**src/rtl/pipeline_ctrl_pkg.sv**
```systemverilog
// Shared types and constants for the pipeline stall/flush sequencer.
package pipeline_ctrl_pkg;

   localparam int ADDR_W        = 32;
   localparam int MEM_CODE_W    = 2;
   localparam int PCTRL_STATE_W = 3;

   typedef enum logic [MEM_CODE_W-1:0] {
      MEM_CODE_DONE  = 2'd0,
      MEM_CODE_WAIT  = 2'd1,
      MEM_CODE_FAULT = 2'd2
   } mem_code_e;

   typedef enum logic [PCTRL_STATE_W-1:0] {
      PCTRL_RUN      = 3'd0,
      PCTRL_MEM_WAIT = 3'd1,
      PCTRL_DRAIN    = 3'd2,
      PCTRL_HALTED   = 3'd3,
      PCTRL_FAULT    = 3'd4
   } pctrl_state_e;

   // True when a memory op is outstanding and reports the given response code.
   function automatic logic mem_hit(input logic vld, input logic [MEM_CODE_W-1:0] code,
                                    input mem_code_e want);
      return vld && (code == want);
   endfunction

endpackage

```
**src/rtl/pipeline_ctrl_if.sv**
```systemverilog
// Hazard/branch/memory inputs and stall/flush/status outputs of the sequencer.
interface pipeline_ctrl_if #(
   parameter int NUM_STAGES = 5,
   parameter int CNT_W      = 32
);
   import pipeline_ctrl_pkg::*;

   logic                    i_hazard;
   logic                    i_branch;
   logic [ADDR_W-1:0]       i_branch_addr;
   logic                    i_mem_req_valid;
   logic [MEM_CODE_W-1:0]   i_mem_res_code;
   logic                    i_retire;
   logic                    i_halt_req;
   logic [NUM_STAGES-1:0]   o_stall;
   logic [NUM_STAGES-1:0]   o_flush;
   logic                    o_fe_branch;
   logic [ADDR_W-1:0]       o_fe_branch_addr;
   logic [PCTRL_STATE_W-1:0] o_state;
   logic                    o_halted;
   logic                    o_fault;
   logic [CNT_W-1:0]        o_cyc_cnt;
   logic [CNT_W-1:0]        o_ret_cnt;
   logic [CNT_W-1:0]        o_stall_cnt;

   modport master (
      output i_hazard, i_branch, i_branch_addr, i_mem_req_valid, i_mem_res_code,
             i_retire, i_halt_req,
      input  o_stall, o_flush, o_fe_branch, o_fe_branch_addr, o_state, o_halted,
             o_fault, o_cyc_cnt, o_ret_cnt, o_stall_cnt
   );

   modport slave (
      input  i_hazard, i_branch, i_branch_addr, i_mem_req_valid, i_mem_res_code,
             i_retire, i_halt_req,
      output o_stall, o_flush, o_fe_branch, o_fe_branch_addr, o_state, o_halted,
             o_fault, o_cyc_cnt, o_ret_cnt, o_stall_cnt
   );

endinterface

```
**src/rtl/pipeline_ctrl_perf_counter.sv**
```systemverilog
// Free-running wrap-around event counter with synchronous clear.
module pipeline_ctrl_perf_counter #(
   parameter int CNT_W = 32
) (
   input  logic             clk,
   input  logic             clr,
   input  logic             i_inc,
   output logic [CNT_W-1:0] o_count
);

   logic [CNT_W-1:0] count_q;

   // Count one event per cycle; wraps modulo 2^CNT_W.
   always_ff @(posedge clk) begin
      if (clr) begin
         count_q <= '0;
      end else if (i_inc) begin
         count_q <= count_q + CNT_W'(1);
      end else begin
         count_q <= count_q;
      end
   end

   assign o_count = count_q;

endmodule

```
**src/rtl/pipeline_ctrl.sv**
```systemverilog
// Central stall/flush sequencer: hazards, branches, memory waits, debug drain and faults.
module pipeline_ctrl
   import pipeline_ctrl_pkg::*;
#(
   parameter int NUM_STAGES   = 5,
   parameter int BRANCH_STAGE = 2,
   parameter int MEM_TIMEOUT  = 15,
   parameter int CNT_W        = 32
) (
   input  logic             clk,
   input  logic             clr,
   pipeline_ctrl_if.slave   bus
);

   pctrl_state_e          state_q;
   logic [7:0]            wait_cnt_q;
   logic [7:0]            drain_cnt_q;
   logic                  wait_from_drain_q;
   logic                  halted_q;
   logic                  fault_q;

   logic [NUM_STAGES-1:0] stall_d;
   logic [NUM_STAGES-1:0] flush_d;
   logic                  fe_branch_d;
   logic [ADDR_W-1:0]     fe_addr_d;
   logic                  mem_wait_d;
   logic                  mem_fault_d;
   logic                  in_drain_d;

   assign mem_wait_d  = mem_hit(bus.i_mem_req_valid, bus.i_mem_res_code, MEM_CODE_WAIT);
   assign mem_fault_d = mem_hit(bus.i_mem_req_valid, bus.i_mem_res_code, MEM_CODE_FAULT);
   assign in_drain_d  = (state_q == PCTRL_DRAIN);

   // Sequencer FSM with wait/drain counters and registered status flags.
   always_ff @(posedge clk) begin
      if (clr) begin
         state_q           <= PCTRL_RUN;
         wait_cnt_q        <= 8'd0;
         drain_cnt_q       <= 8'd0;
         wait_from_drain_q <= 1'b0;
         halted_q          <= 1'b0;
         fault_q           <= 1'b0;
      end else begin
         case (state_q)
            PCTRL_RUN: begin
               if (mem_fault_d) begin
                  state_q <= PCTRL_FAULT;
                  fault_q <= 1'b1;
               end else if (mem_wait_d) begin
                  state_q           <= PCTRL_MEM_WAIT;
                  wait_cnt_q        <= 8'd1;
                  wait_from_drain_q <= 1'b0;
               end else if (bus.i_halt_req) begin
                  state_q     <= PCTRL_DRAIN;
                  drain_cnt_q <= 8'd0;
               end else begin
                  state_q <= PCTRL_RUN;
               end
            end
            PCTRL_MEM_WAIT: begin
               if (bus.i_mem_res_code == MEM_CODE_DONE) begin
                  state_q <= wait_from_drain_q ? PCTRL_DRAIN : PCTRL_RUN;
               end else if ((bus.i_mem_res_code == MEM_CODE_FAULT) ||
                            ((bus.i_mem_res_code == MEM_CODE_WAIT) &&
                             (wait_cnt_q == 8'(MEM_TIMEOUT)))) begin
                  state_q <= PCTRL_FAULT;
                  fault_q <= 1'b1;
               end else begin
                  wait_cnt_q <= wait_cnt_q + 8'd1;
               end
            end
            PCTRL_DRAIN: begin
               if (mem_fault_d) begin
                  state_q <= PCTRL_FAULT;
                  fault_q <= 1'b1;
               end else if (mem_wait_d) begin
                  state_q           <= PCTRL_MEM_WAIT;
                  wait_cnt_q        <= 8'd1;
                  wait_from_drain_q <= 1'b1;
               end else if (drain_cnt_q == 8'(NUM_STAGES - 2)) begin
                  // The next increment reaches NUM_STAGES-1: every stage has emptied.
                  state_q  <= PCTRL_HALTED;
                  halted_q <= 1'b1;
               end else begin
                  drain_cnt_q <= drain_cnt_q + 8'd1;
               end
            end
            PCTRL_HALTED: begin
               if (!bus.i_halt_req) begin
                  state_q  <= PCTRL_RUN;
                  halted_q <= 1'b0;
               end else begin
                  state_q <= PCTRL_HALTED;
               end
            end
            PCTRL_FAULT: begin
               state_q <= PCTRL_FAULT;
            end
            default: begin
               state_q <= PCTRL_RUN;
            end
         endcase
      end
   end

   // Per-stage stall/flush vectors and FE redirect, zero-cycle from state and inputs.
   always_comb begin
      stall_d     = '0;
      flush_d     = '0;
      fe_branch_d = 1'b0;
      fe_addr_d   = '0;
      if (clr) begin
         flush_d = '1;
      end else begin
         case (state_q)
            PCTRL_RUN, PCTRL_DRAIN: begin
               // While draining, FE fetches nothing new.
               stall_d[0] = in_drain_d;
               flush_d[0] = in_drain_d;
               if (mem_fault_d || mem_wait_d) begin
                  // The older memory op wins; branch/hazard are re-presented later.
                  stall_d = '1;
               end else if (bus.i_branch) begin
                  // A same-cycle hazard belongs to an instruction being flushed anyway.
                  flush_d[BRANCH_STAGE-1:0] = '1;
                  fe_branch_d               = !in_drain_d;
                  fe_addr_d                 = in_drain_d ? '0 : bus.i_branch_addr;
               end else if (bus.i_hazard) begin
                  stall_d[BRANCH_STAGE-1:0] = '1;
                  flush_d[BRANCH_STAGE-1]   = 1'b1;
               end else begin
                  fe_branch_d = 1'b0;
               end
            end
            PCTRL_MEM_WAIT, PCTRL_HALTED, PCTRL_FAULT: begin
               stall_d = '1;
            end
            default: begin
               stall_d = '1;
            end
         endcase
      end
   end

   assign bus.o_stall          = stall_d;
   assign bus.o_flush          = flush_d;
   assign bus.o_fe_branch      = fe_branch_d;
   assign bus.o_fe_branch_addr = fe_addr_d;
   assign bus.o_state          = state_q;
   assign bus.o_halted         = halted_q;
   assign bus.o_fault          = fault_q;

   pipeline_ctrl_perf_counter #(.CNT_W(CNT_W)) u_cyc_cnt (
      .clk     (clk),
      .clr     (clr),
      .i_inc   (!clr),
      .o_count (bus.o_cyc_cnt)
   );

   pipeline_ctrl_perf_counter #(.CNT_W(CNT_W)) u_ret_cnt (
      .clk     (clk),
      .clr     (clr),
      .i_inc   (bus.i_retire && !stall_d[NUM_STAGES-1]),
      .o_count (bus.o_ret_cnt)
   );

   pipeline_ctrl_perf_counter #(.CNT_W(CNT_W)) u_stall_cnt (
      .clk     (clk),
      .clr     (clr),
      .i_inc   (stall_d[0]),
      .o_count (bus.o_stall_cnt)
   );

endmodule
```
**src/flat_wrapper.sv**
```systemverilog
// flat-port wrapper written by rule: the top's interface ports become plain ports
module pipeline_ctrl_flat import pipeline_ctrl_pkg::*;
#(
   parameter int NUM_STAGES   = 5,
   parameter int BRANCH_STAGE = 2,
   parameter int MEM_TIMEOUT  = 15,
   parameter int CNT_W        = 32
)
  (clk, clr, bus_i_hazard, bus_i_branch, bus_i_branch_addr, bus_i_mem_req_valid, bus_i_mem_res_code, bus_i_retire, bus_i_halt_req, bus_o_stall, bus_o_flush, bus_o_fe_branch, bus_o_fe_branch_addr, bus_o_state, bus_o_halted, bus_o_fault, bus_o_cyc_cnt, bus_o_ret_cnt, bus_o_stall_cnt);
  pipeline_ctrl_if #(.NUM_STAGES(NUM_STAGES), .CNT_W(CNT_W)) bus_i ();
  input  logic clk;
  input  logic clr;
  input wire logic [$bits(bus_i.i_hazard)-1:0] bus_i_hazard;
  input wire logic [$bits(bus_i.i_branch)-1:0] bus_i_branch;
  input wire logic [$bits(bus_i.i_branch_addr)-1:0] bus_i_branch_addr;
  input wire logic [$bits(bus_i.i_mem_req_valid)-1:0] bus_i_mem_req_valid;
  input wire logic [$bits(bus_i.i_mem_res_code)-1:0] bus_i_mem_res_code;
  input wire logic [$bits(bus_i.i_retire)-1:0] bus_i_retire;
  input wire logic [$bits(bus_i.i_halt_req)-1:0] bus_i_halt_req;
  output wire logic [$bits(bus_i.o_stall)-1:0] bus_o_stall;
  output wire logic [$bits(bus_i.o_flush)-1:0] bus_o_flush;
  output wire logic [$bits(bus_i.o_fe_branch)-1:0] bus_o_fe_branch;
  output wire logic [$bits(bus_i.o_fe_branch_addr)-1:0] bus_o_fe_branch_addr;
  output wire logic [$bits(bus_i.o_state)-1:0] bus_o_state;
  output wire logic [$bits(bus_i.o_halted)-1:0] bus_o_halted;
  output wire logic [$bits(bus_i.o_fault)-1:0] bus_o_fault;
  output wire logic [$bits(bus_i.o_cyc_cnt)-1:0] bus_o_cyc_cnt;
  output wire logic [$bits(bus_i.o_ret_cnt)-1:0] bus_o_ret_cnt;
  output wire logic [$bits(bus_i.o_stall_cnt)-1:0] bus_o_stall_cnt;
  assign bus_i.i_hazard = bus_i_hazard;
  assign bus_i.i_branch = bus_i_branch;
  assign bus_i.i_branch_addr = bus_i_branch_addr;
  assign bus_i.i_mem_req_valid = bus_i_mem_req_valid;
  assign bus_i.i_mem_res_code = bus_i_mem_res_code;
  assign bus_i.i_retire = bus_i_retire;
  assign bus_i.i_halt_req = bus_i_halt_req;
  assign bus_o_stall = bus_i.o_stall;
  assign bus_o_flush = bus_i.o_flush;
  assign bus_o_fe_branch = bus_i.o_fe_branch;
  assign bus_o_fe_branch_addr = bus_i.o_fe_branch_addr;
  assign bus_o_state = bus_i.o_state;
  assign bus_o_halted = bus_i.o_halted;
  assign bus_o_fault = bus_i.o_fault;
  assign bus_o_cyc_cnt = bus_i.o_cyc_cnt;
  assign bus_o_ret_cnt = bus_i.o_ret_cnt;
  assign bus_o_stall_cnt = bus_i.o_stall_cnt;
  pipeline_ctrl #(.NUM_STAGES(NUM_STAGES), .BRANCH_STAGE(BRANCH_STAGE), .MEM_TIMEOUT(MEM_TIMEOUT), .CNT_W(CNT_W)) u_core (.clk(clk), .clr(clr), .bus(bus_i));
endmodule
```
**config.mk**
```make
export PLATFORM = sky130hd
export DESIGN_NAME = pipeline_ctrl_flat
export DESIGN_NICKNAME = d
export VERILOG_FILES = /design/src/rtl/pipeline_ctrl_pkg.sv /design/src/rtl/pipeline_ctrl_if.sv /design/src/rtl/pipeline_ctrl_perf_counter.sv /design/src/rtl/pipeline_ctrl.sv /design/src/flat_wrapper.sv
export SDC_FILE = /design/constraint.sdc
export NUM_CORES = 1
export LEC_CHECK = 0
export BUFFER_PORTS_ARGS = -buffer_cell sky130_fd_sc_hd__buf_2
export CAP_MARGIN = 10
export CORE_MARGIN = 5
export CORE_UTILIZATION = 35
export CTS_CLUSTER_SIZE = 20
export DETAILED_ROUTE_END_ITERATION = 7
export PLACE_DENSITY = 0.55
export SLEW_MARGIN = 30
export SYNTH_ARGS = -nofsm -noshare
export SYNTH_HDL_FRONTEND = slang
export SYNTH_SLANG_ARGS = --single-unit
export TNS_END_PERCENT = 20
```
**constraint.sdc**
```tcl
create_clock -name clk -period 5.55 [get_ports clk]
set_clock_uncertainty 0.15 [all_clocks]
set_input_delay 1.11 -clock clk [delete_from_list [all_inputs] [get_ports clk]]
set_output_delay 1.11 -clock clk [all_outputs]
set_load 0.05 [all_outputs]
```
==> summary.md, run 1 <==
| Metric | Value |
|---|---|
| Pins over their slew limit | 0 |
| Setup TNS | 0 ns |
| Clock power frac | 0.460 |
| Leading cell types by count after synthesis | dfxtp_1 (118), nor2_1 (104), xor2_1 (57) |
| Setup CP Type | input pin to output pin |
| First-pass GRT wire length | 26.9 mm |
| Via density per instance | 5.00 |
| Post-CTS Setup Bufs | 0 |
| Register area share after synthesis | 0.387 |
| R2R Setup Slk | 2.99 ns |
| Endpoints failing setup | 0 |
| Crit path buf inv count | 2 |
| Post-CTS sizing | 0 |
| PortBufs | 184 |
| Via count | 5613 |
| IO Pins | 185 |
| Worst-Skew Late Latency | 0.41 ns |
| Max-cap violations | 0 |
| Final HPWL DP | 11.9 mm |
| # H-tree levels | 4 |
| Static Leakage | 0.00329 uW |
| # DRC | 0 |
| CP max FO | 33 |
| Fraction of layout cells with a size suffix above 1 | 0.272 |
| Synthesized flop and latch total | 118 |
| Simple-Gate Fraction of Synth Area | 0.352 |
| Synth Area in XOR/XNOR | 0.121 |
| Pint | 1580 uW |
| Congestion Overflow GR | 0 |
| Top cell type's share of synthesized area | 0.387 |
| Post-synthesis adder-cell area fraction | 0.0103 |
| CP max stage cell | and3_1 |
| CP endpoint | bus_o_fe_branch_addr[11] |
| Final Hold Viols | 0 |
| Crit path largest cell delay | 0.69 ns |
| Tcrit/Tclk final | 0.740 |
| Mapped Area | 0.00610 sq mm |
| Core footprint | 0.0172 sq mm |
| Worst-path clk slew | 0.05 ns |
| Vias in the first global route | 5275 |
| Gate Count Post-Synth | 717 |
| Register share of total power | 0.406 |
| Psw | 602 uW |
| Antenna violations before repair | 0 |
| Slack of the critical path | 1.45 ns |
| Syn_nets | 763 |
| Critical path, cell by cell | buf_2 > xor2_1 > a21oi_1 > and3_1 > and2_1 > buf_2 |
| WHS | 0.339 ns |
| CTS tree | built |
| Post-detailed-route count of antenna-violating nets | 0 |
| Status | finished clean |
| Syn Area/Cell | 8.51 sq um |
| Post-CTS Hold Buffers | 0 |
| Worst slew margin | 0.480 |
| Post-synthesis mux area share | 0.00164 |
| Layout Nets | 933 |
| Pin count of the biggest net entering global routing | 68 |
| Compound-Gate Fraction of Synth Area | 0.0880 |
| Sw Ratio | 0.276 |
| Worst EP arrival | 2.84 ns |
| Die extent in y | 142 um |
| Crit path max-delay family | simple AND/OR/NAND/NOR gates |
| Core Rows | 48 |
| Main combinational cell family by area after synthesis | simple AND/OR/NAND/NOR gates |
| Cell total after placement | 1093 |
| Most frequent CP cell | buf_2 |
| Setup WS pre-CTS | 1.44 ns |
| Startpoint types | input pin |
| DR WL/cell | 14.6 um |
| Initial core utilization | 0.355 |
| WL final | 16.4 mm |
| Top cells by area, synth | dfxtp_1 (39%), xor2_1 (8.2%), nor2_1 (6.4%) |
| Top-count cell post-synth | dfxtp_1 |
| Die area | 0.0202 sq mm |
| Fin crit period | 4.10 ns |
| Synthesis-to-finish area growth | 25.7% |
| Worst r2r src | u_core.bus.o_state[2] |
| Total CTS buffers | 17 |
| Clock Tree Buf Depth | 2 |
| Drt pass-1 iters | 4 |
| FFs w/ async S/R, synth | 0 |
| Endpoint class of the critical path | output pin |
| Hold path cells | 2 |
| Cell count of the worst reg-to-reg path | 5 |
| RSZ-0062 raised after global routing | false |
| Clk root buf | clkbuf_16 |
| Largest area contributor in the netlist | dfxtp_1 |
| CP required | 4.29 ns |
| Power Total | 2180 uW |
| Post-Layout Cell Count | 1123 |
| Yosys cell types | 67 |
| Combinational power share | 0.133 |
| P per Cell Area | 285 mW/mm^2 |
| Critical path depth in cells | 6 |
| GPL Wtd Cong | 0.776 |
| Max IR drop VDD | 224 uV |
| Die width | 142 um |
| Fmax | 244 MHz |
| Post-synth EDFFs | 0 |
| Top_reg_cell synth | dfxtp_1 |
| GRT Util Overall | 0.163 |
| Syn. warnings | 0 |
| Hold Crit Class | register to register |
| Reg-to-Reg End | u_core.u_ret_cnt.o_count[29] |
| Worst-Margin Slew | 0.780 ns |
| Clock sinks | 118 |
| Crit path launch | bus_i_mem_res_code[1] |
| Initial drt markers | 201 |
worst min-delay path by stage:
stage	to	slack [ns]	start
after floorplan	u_core.wait_from_drain_q	0.31	u_core.wait_from_drain_q
after global placement	u_core.bus.o_fault	0.31	u_core.bus.o_fault
after detailed placement	u_core.u_cyc_cnt.o_count[0]	0.32	u_core.u_cyc_cnt.o_count[0]
after CTS	u_core.wait_cnt_q[1]	0.34	u_core.wait_cnt_q[1]
after global routing	u_core.drain_cnt_q[1]	0.37	u_core.drain_cnt_q[1]
final	u_core.wait_cnt_q[1]	0.34	u_core.wait_cnt_q[1]
power groups by stage:
| stage | sequential [uW] | clock [uW] | combinational [uW] |
|---|---|---|---|
| global placement | 904 | 0 | 293 |
| finish | 887 | 1010 | 291 |
| CTS | 887 | 1040 | 294 |
| floorplan | 931 | 0 | 193 |
| detailed placement | 904 | 0 | 293 |
| global route | 890 | 1080 | 313 |
stage by stage:
stage          instance area [sq um]   util
4_1_cts                         7670  0.446
6_report                        7670  0.447
3_5_place_dp                    7140  0.415
5_1_grt                         7670  0.446
2_1_floorplan                   6100      -
3_3_place_gp                    7140  0.415
worst min-delay path, stage by stage, from the launching register on:
cell and delay, ns:
dfxtp_1 0.32, nand3_1 0.06, a21oi_1 0.06
per-layer routing:
metal / track usage / part of all wire / vias up
met4: 0.0631 / 0.018 / 0
met3: 0.0457 / 0.066 / 18
li1: - / - / 2855
met1: 0.213 / 0.46 / 2599
met5: 0 / 0 / -
met2: 0.254 / 0.45 / 141
flip-flops by register name (all words and copies together), names as in the netlist:
name	cells
u_core.bus.o_fault	1
u_core.bus.o_halted	1
u_core.bus.o_state	3
u_core.drain_cnt_q	8
u_core.u_cyc_cnt.o_count	32
u_core.u_ret_cnt.o_count	32
u_core.u_stall_cnt.o_count	32
u_core.wait_cnt_q	8
u_core.wait_from_drain_q	1
logic make-up after synthesis:
logic type | count (synthesis)
AND/OR/NAND/NOR | 379
flip-flops | 118
AO/OA/AOI/OAI | 84
XOR/XNOR | 82
buffers and inverters | 48
adder cells (fa/ha/maj) | 5
multiplexers | 1
area by class of cell:
type	instances	area, sq um
Timing Repair Buffer	189	961
Antenna cell	1	2.50
Sequential cell	118	2360
Multi-Input combinational cell	551	3490
Clock buffer	25	485
Tap cell	225	282
Clock inverter	4	47.5
Fill cell	1754	9510
Inverter	10	37.5
placed cells by master (no fill, tap or decap), types with 4 or more instances in the layout:
| cell type | netlist | routed |
|---|---|---|
| clkbuf_1 | 17 | 5 |
| o21ai_1 | 14 | 14 |
| xnor2_1 | 24 | 24 |
| or3_1 | 22 | 22 |
| inv_1 | 10 | 10 |
| buf_2 | 8 | 183 |
| nand2b_1 | 5 | 5 |
| and4_1 | 12 | 12 |
| and2_1 | 36 | 36 |
| nand2_1 | 46 | 46 |
| nor4_1 | 11 | 11 |
| clkbuf_16 | 0 | 17 |
| xor2_1 | 57 | 57 |
| buf_4 | 8 | 6 |
| nand4_1 | 29 | 29 |
| nor4_4 | 4 | 4 |
| a21oi_1 | 34 | 34 |
| o21ai_0 | 11 | 11 |
| nand4_2 | 4 | 4 |
| nand3_1 | 50 | 50 |
| dfxtp_1 | 118 | 118 |
| nor2_1 | 104 | 104 |
| nor3_1 | 12 | 12 |
| and3_1 | 16 | 16 |
| ha_1 | 5 | 5 |
Power figures use the tool's default switching activity.
==> run 2, diff against run 1 <==
- ABC_AREA: default -> 1
- PLACE_DENSITY: 0.55 -> 0.54
- clock period: 5.55 -> 4.2 ns (I/O delays scaled with it)
==> summary.md, run 2 <==
| Metric | Value |
|---|---|
| # DRC | 0 |
| Crit path max-delay family | simple AND/OR/NAND/NOR gates |
| # H-tree levels | 4 |
| CTS tree | built |
| Worst-Margin Slew | 0.656 ns |
| Post-synthesis adder-cell area fraction | 0.00862 |
| GPL Wtd Cong | 0.897 |
| Clock sinks | 118 |
| FFs w/ async S/R, synth | 0 |
| Post-Layout Cell Count | 1668 |
| Hold Crit Class | register to register |
| First-pass GRT wire length | 36.0 mm |
| Post-synthesis mux area share | 0 |
| Tcrit/Tclk final | 0.872 |
| Compound-Gate Fraction of Synth Area | 0.0835 |
| Crit path largest cell delay | 0.53 ns |
| Worst slew margin | 0.563 |
| Post-CTS Hold Buffers | 0 |
| Mapped Area | 0.00725 sq mm |
| Fmax | 273 MHz |
| Post-synth EDFFs | 0 |
| Endpoints failing setup | 0 |
| Post-Layout Inst Area | 0.00900 sq mm |
| Setup TNS | 0 ns |
| Max-cap violations | 0 |
| Synthesis-to-finish area growth | 24.1% |
| Post-CTS sizing | 0 |
| Endpoint class of the critical path | output pin |
| CP max FO | 33 |
| Core footprint | 0.0203 sq mm |
| Worst EP arrival | 2.67 ns |
| IO Pins | 185 |
| Hold path cells | 2 |
| Simple-Gate Fraction of Synth Area | 0.456 |
| Dpl cell area | 0.00834 sq mm |
| RSZ-0062 raised after global routing | false |
| DR WL/cell | 13.2 um |
| Cell total after placement | 1635 |
| Congestion Overflow GR | 0 |
| Top cells by area, synth | dfxtp_1 (33%), nand2_1 (20%), nor2_1 (12%) |
| Commonest non-fill, non-tap cell in the layout | nand2_1 |
| Startpoint types | register |
| PortBufs | 184 |
| Static Leakage | 0.00389 uW |
| Post-CTS Setup Bufs | 0 |
| Setup CP Type | register to output pin |
| Syn. warnings | 0 |
| Initial core utilization | 0.357 |
| Top_reg_cell synth | dfxtp_1 |
| Post-detailed-route count of antenna-violating nets | 0 |
| Status | finished clean |
| Worst-Skew Late Latency | 0.42 ns |
| P per Cell Area | 422 mW/mm^2 |
| Crit path buf inv count | 2 |
| CP max stage cell | nor2_2 |
| Syn Area/Cell | 5.99 sq um |
| Max IR drop VDD | 265 uV |
| Yosys cell types | 38 |
| CP required | 3.21 ns |
| Final HPWL DP | 16.7 mm |
| Top-count cell post-synth | nand2_1 |
| Cell count of the worst reg-to-reg path | 10 |
| Leading cell types by count after synthesis | nand2_1 (394), nor2_1 (232), inv_1 (131) |
| Total CTS buffers | 17 |
| Synth Area in XOR/XNOR | 0.0290 |
| Pin count of the biggest net entering global routing | 81 |
| Initial drt markers | 399 |
| Main combinational cell family by area after synthesis | simple AND/OR/NAND/NOR gates |
| Via count | 7848 |
| Vias in the first global route | 7217 |
| Critical path depth in cells | 7 |
| Die area | 0.0237 sq mm |
| Worst-path clk slew | 0.06 ns |
| Most frequent cells in the layout | nand2_1 (394), nor2_1 (232), buf_2 (183) |
| Die extent in y | 154 um |
| Register area share after synthesis | 0.326 |
| Syn_nets | 1258 |
| GRT Util Overall | 0.183 |
| WL final | 22.1 mm |
| Antenna violations before repair | 0 |
| Layout Nets | 1431 |
| Final Hold Viols | 0 |
| Die width | 154 um |
| Top cell type's share of synthesized area | 0.326 |
| Largest area contributor in the netlist | dfxtp_1 |
| Core Rows | 52 |
| Antenna fix cells | 0 |
| Synthesized flop and latch total | 118 |
| Fraction of layout cells with a size suffix above 1 | 0.172 |
| Gate Count Post-Synth | 1212 |
| Drt pass-1 iters | 5 |
| Pins over their slew limit | 0 |
| Clock Tree Buf Depth | 2 |
| Critical path, cell by cell | nor2_2 > nand2_2 > nor2_4 > nand4_1 > buf_4 > nor2_1 > buf_2 |
| Via density per instance | 4.71 |
| Fin crit period | 3.66 ns |
| Clk root buf | clkbuf_16 |
## run 2: cell types whose count changed after synthesis, moves of 21 or more
cell / previous run / this run
nand2_1: 46 / 394
nor2_1: 104 / 232
inv_1: 10 / 131
or3_1: 22 / 0
and2_1: 36 / 1
nand3b_1: 0 / 21
xor2_1: 57 / 14
a21oi_1: 34 / 81
## run 2: stage by stage
step | hold WS (ns) | utilization | power (uW) | worst slack (ns)
after floorplan | 0.303 | - | 2030 | 0.860
after global placement | 0.290 | 0.411 | 2230 | 0.842
after detailed placement | 0.295 | 0.411 | 2230 | 0.794
after CTS | 0.304 | 0.443 | 3840 | 0.530
after global routing | 0.344 | 0.444 | 4000 | 0.356
final | 0.298 | 0.444 | 3800 | 0.539
## run 2: report_power, final
part | internal (uW) | switching (uW) | total [uW]
clock network | 1040 | 553 | 1600
logic | 216 | 752 | 967
registers | 1170 | 62.4 | 1230
## run 2: cell type report
class,count,area (sq um)
Sequential cell,118,2360
Tap cell,270,338
Clock buffer,21,470
Clock inverter,11,171
Timing Repair Buffer,190,980
Fill cell,2195,11300
Multi-Input combinational cell,925,4180
Inverter,133,499
## run 2: logic make-up after synthesis
| group | Yosys count |
|---|---|
| xor+xnor | 24 |
| fa+ha+maj | 5 |
| compound gates | 113 |
| simple gates | 783 |
| flops | 118 |
| buf+inv | 169 |
## run 2: per-layer routing
layer | up-vias | global-route usage | wire (um)
met5 | - | 0 | 0
met4 | 0 | 0.0446 | 252
met3 | 22 | 0.0503 | 1480
met2 | 226 | 0.306 | 10100
met1 | 3425 | 0.233 | 10300
li1 | 4175 | - | -
## run 2: worst paths after layout
kind / slack [ns] / to / start
worst min register to register: 0.30 / u_core.bus.o_fault / u_core.bus.o_fault
worst max register to register: 1.75 / u_core.u_stall_cnt.o_count[17] / u_core.bus.o_state[2]
worst min-delay path: 0.30 / u_core.bus.o_fault / u_core.bus.o_fault
worst max-delay path: 0.54 / bus_o_fe_branch_addr[29] / u_core.bus.o_state[2]
## run 2: worst min-delay path, delay by kind of cell (launching register included)
kind | cells | cell delay (ns)
DFF | 1 | 0.30
buffers and inverters | 1 | 0.04
AOI/OAI and AO/OA | 1 | 0.05
==> run 3, diff against run 2 <==
- CELL_PAD_IN_SITES_DETAIL_PLACEMENT: default -> 1
- CELL_PAD_IN_SITES_GLOBAL_PLACEMENT: default -> 1
- PLACE_DENSITY: 0.54 -> 0.75
==> summary.md, run 3 (same netlist as run 2, synthesis figures left out) <==
| Metric | Value |
|---|---|
| Hold Crit Class | register to register |
| Via density per instance | 4.94 |
| Reg area | 0.00236 sq mm |
| Final Hold Viols | 0 |
| Clk root buf | clkbuf_16 |
| WL final | 24.5 mm |
| Tcrit/Tclk final | 0.819 |
| RSZ-0062 raised after global routing | false |
| Worst-Margin Slew | 0.702 ns |
| CTS tree | built |
| Total CTS buffers | 17 |
| PortBufs | 184 |
| Synthesis-to-finish area growth | 23.7% |
| Post-CTS Hold Buffers | 0 |
| P per Cell Area | 416 mW/mm^2 |
| Core footprint | 0.0203 sq mm |
| Crit path buf inv count | 4 |
| Core Rows | 52 |
| Critical path depth in cells | 9 |
| Endpoint class of the critical path | output pin |
| Max-cap violations | 0 |
| Worst EP arrival | 2.45 ns |
| Via count | 8247 |
| Post-CTS sizing | 0 |
| Reg-to-Reg End | u_core.u_cyc_cnt.o_count[20] |
| # H-tree levels | 4 |
| Multi-input logic area | 0.00418 sq mm |
| Initial drt markers | 297 |
| Die width | 154 um |
| Fmax | 291 MHz |
| Post-CTS Setup Bufs | 0 |
| # DRC | 0 |
| Worst slew margin | 0.532 |
| CP required | 3.21 ns |
| Vias in the first global route | 8268 |
| Die extent in y | 154 um |
| Clock sinks | 118 |
| GPL Wtd Cong | 0.858 |
| Setup TNS | 0 ns |
| Fin crit period | 3.44 ns |
| Fraction of layout cells with a size suffix above 1 | 0.173 |
| Congestion Overflow GR | 0 |
| Drt pass-1 iters | 4 |
| Worst r2r src | u_core.u_cyc_cnt.o_count[0] |
| Status | finished clean |
| Initial core utilization | 0.357 |
| Pins over their slew limit | 0 |
| CP endpoint | bus_o_stall[0] |
| Crit path largest cell delay | 0.34 ns |
| Worst-Skew Late Latency | 0.42 ns |
| Clock Tree Buf Depth | 2 |
| Layout Nets | 1431 |
| Most frequent cells in the layout | nand2_1 (394), nor2_1 (232), buf_2 (184) |
| Antenna violations before repair | 0 |
| CP max stage cell | inv_2 |
| Hold path cells | 2 |
| R2R Setup Slk | 2.00 ns |
| Pin count of the biggest net entering global routing | 86 |
| Commonest non-fill, non-tap cell in the layout | nand2_1 |
| CP max FO | 20 |
| Worst-path clk slew | 0.06 ns |
| Startpoint types | input pin |
| Setup CP Type | input pin to output pin |
| Post-detailed-route count of antenna-violating nets | 0 |
| Static Leakage | 0.00387 uW |
| Power Total | 3730 uW |
| First-pass GRT wire length | 40.6 mm |
| Endpoints failing setup | 0 |
| Crit path max-delay family | buffers and inverters |
| Fillers | 2828 |
| Cell count of the worst reg-to-reg path | 9 |
| Max IR drop VDD | 285 uV |
| DR WL/cell | 14.7 um |
| Final HPWL DP | 18.5 mm |
| Crit path launch | bus_i_mem_res_code[1] |
| Die area | 0.0237 sq mm |
| IO Pins | 185 |
| GRT Util Overall | 0.204 |
| Antenna fix cells | 0 |
| Critical path, cell by cell | buf_2 > inv_1 > nand3_2 > nand2_2 > nor2_4 > nand3_2 > nand2_4 > inv_2 > buf_2 |
-- run 3: cell count changes in the layout (fill, tap and decap cells not counted), sizes merged --
cell / previous run / this run
clkinv: 4 / 6
inv: 134 / 136
bufinv: 4 / 2
clkbuf: 21 / 19
-- run 3: per-stage QoR --
stage / std cells / setup slack (ns) / instance area (sq um) / hold slack, ns / utilization
after floorplan: 1212 / 0.860 / 7250 / 0.303 / -
after global placement: 1635 / 0.833 / 8340 / 0.288 / 0.411
after detailed placement: 1635 / 0.749 / 8340 / 0.299 / 0.411
after CTS: 1667 / 0.738 / 8940 / 0.308 / 0.440
after global routing: 1668 / 0.599 / 8970 / 0.323 / 0.442
final: 1668 / 0.761 / 8970 / 0.302 / 0.442
-- run 3: layout make-up --
type | instances | share of cell area
clock inverters | 13 | 0.0163
flip-flops and latches | 118 | 0.263
inverters | 133 | 0.0556
repair buffers | 190 | 0.110
well taps | 270 | 0.0377
multi-input cells | 925 | 0.466
clock buffers | 19 | 0.0505
-- run 3: where the power goes --
| part | switching [uW] | internal, uW | total (uW) |
|---|---|---|---|
| logic | 780 | 227 | 1010 |
| clock network | 579 | 911 | 1490 |
| registers | 60.9 | 1170 | 1230 |
-- run 3: metal layers --
layer | wire length, um | GRT usage | up-vias
li1 | - | - | 4167
met3 | 1110 | 0.0424 | 30
met2 | 11800 | 0.360 | 174
met1 | 11200 | 0.254 | 3876
met5 | 0 | 0 | -
met4 | 297 | 0.0500 | 0
-- run 3: worst min-delay path by stage --
stage                                startpoint                     to  slack, ns
final                        u_core.bus.o_fault     u_core.bus.o_fault       0.30
after global routing         u_core.bus.o_fault     u_core.bus.o_fault       0.32
after CTS                    u_core.bus.o_fault     u_core.bus.o_fault       0.31
after detailed placement     u_core.bus.o_fault     u_core.bus.o_fault       0.30
after global placement       u_core.bus.o_fault     u_core.bus.o_fault       0.29
after floorplan           u_core.drain_cnt_q[4]  u_core.drain_cnt_q[4]       0.30
-- run 3: worst min-delay path, stage by stage (launching register included) --
cell	delay, ns
dfxtp_1	0.31
inv_1	0.05
a21oi_1	0.05
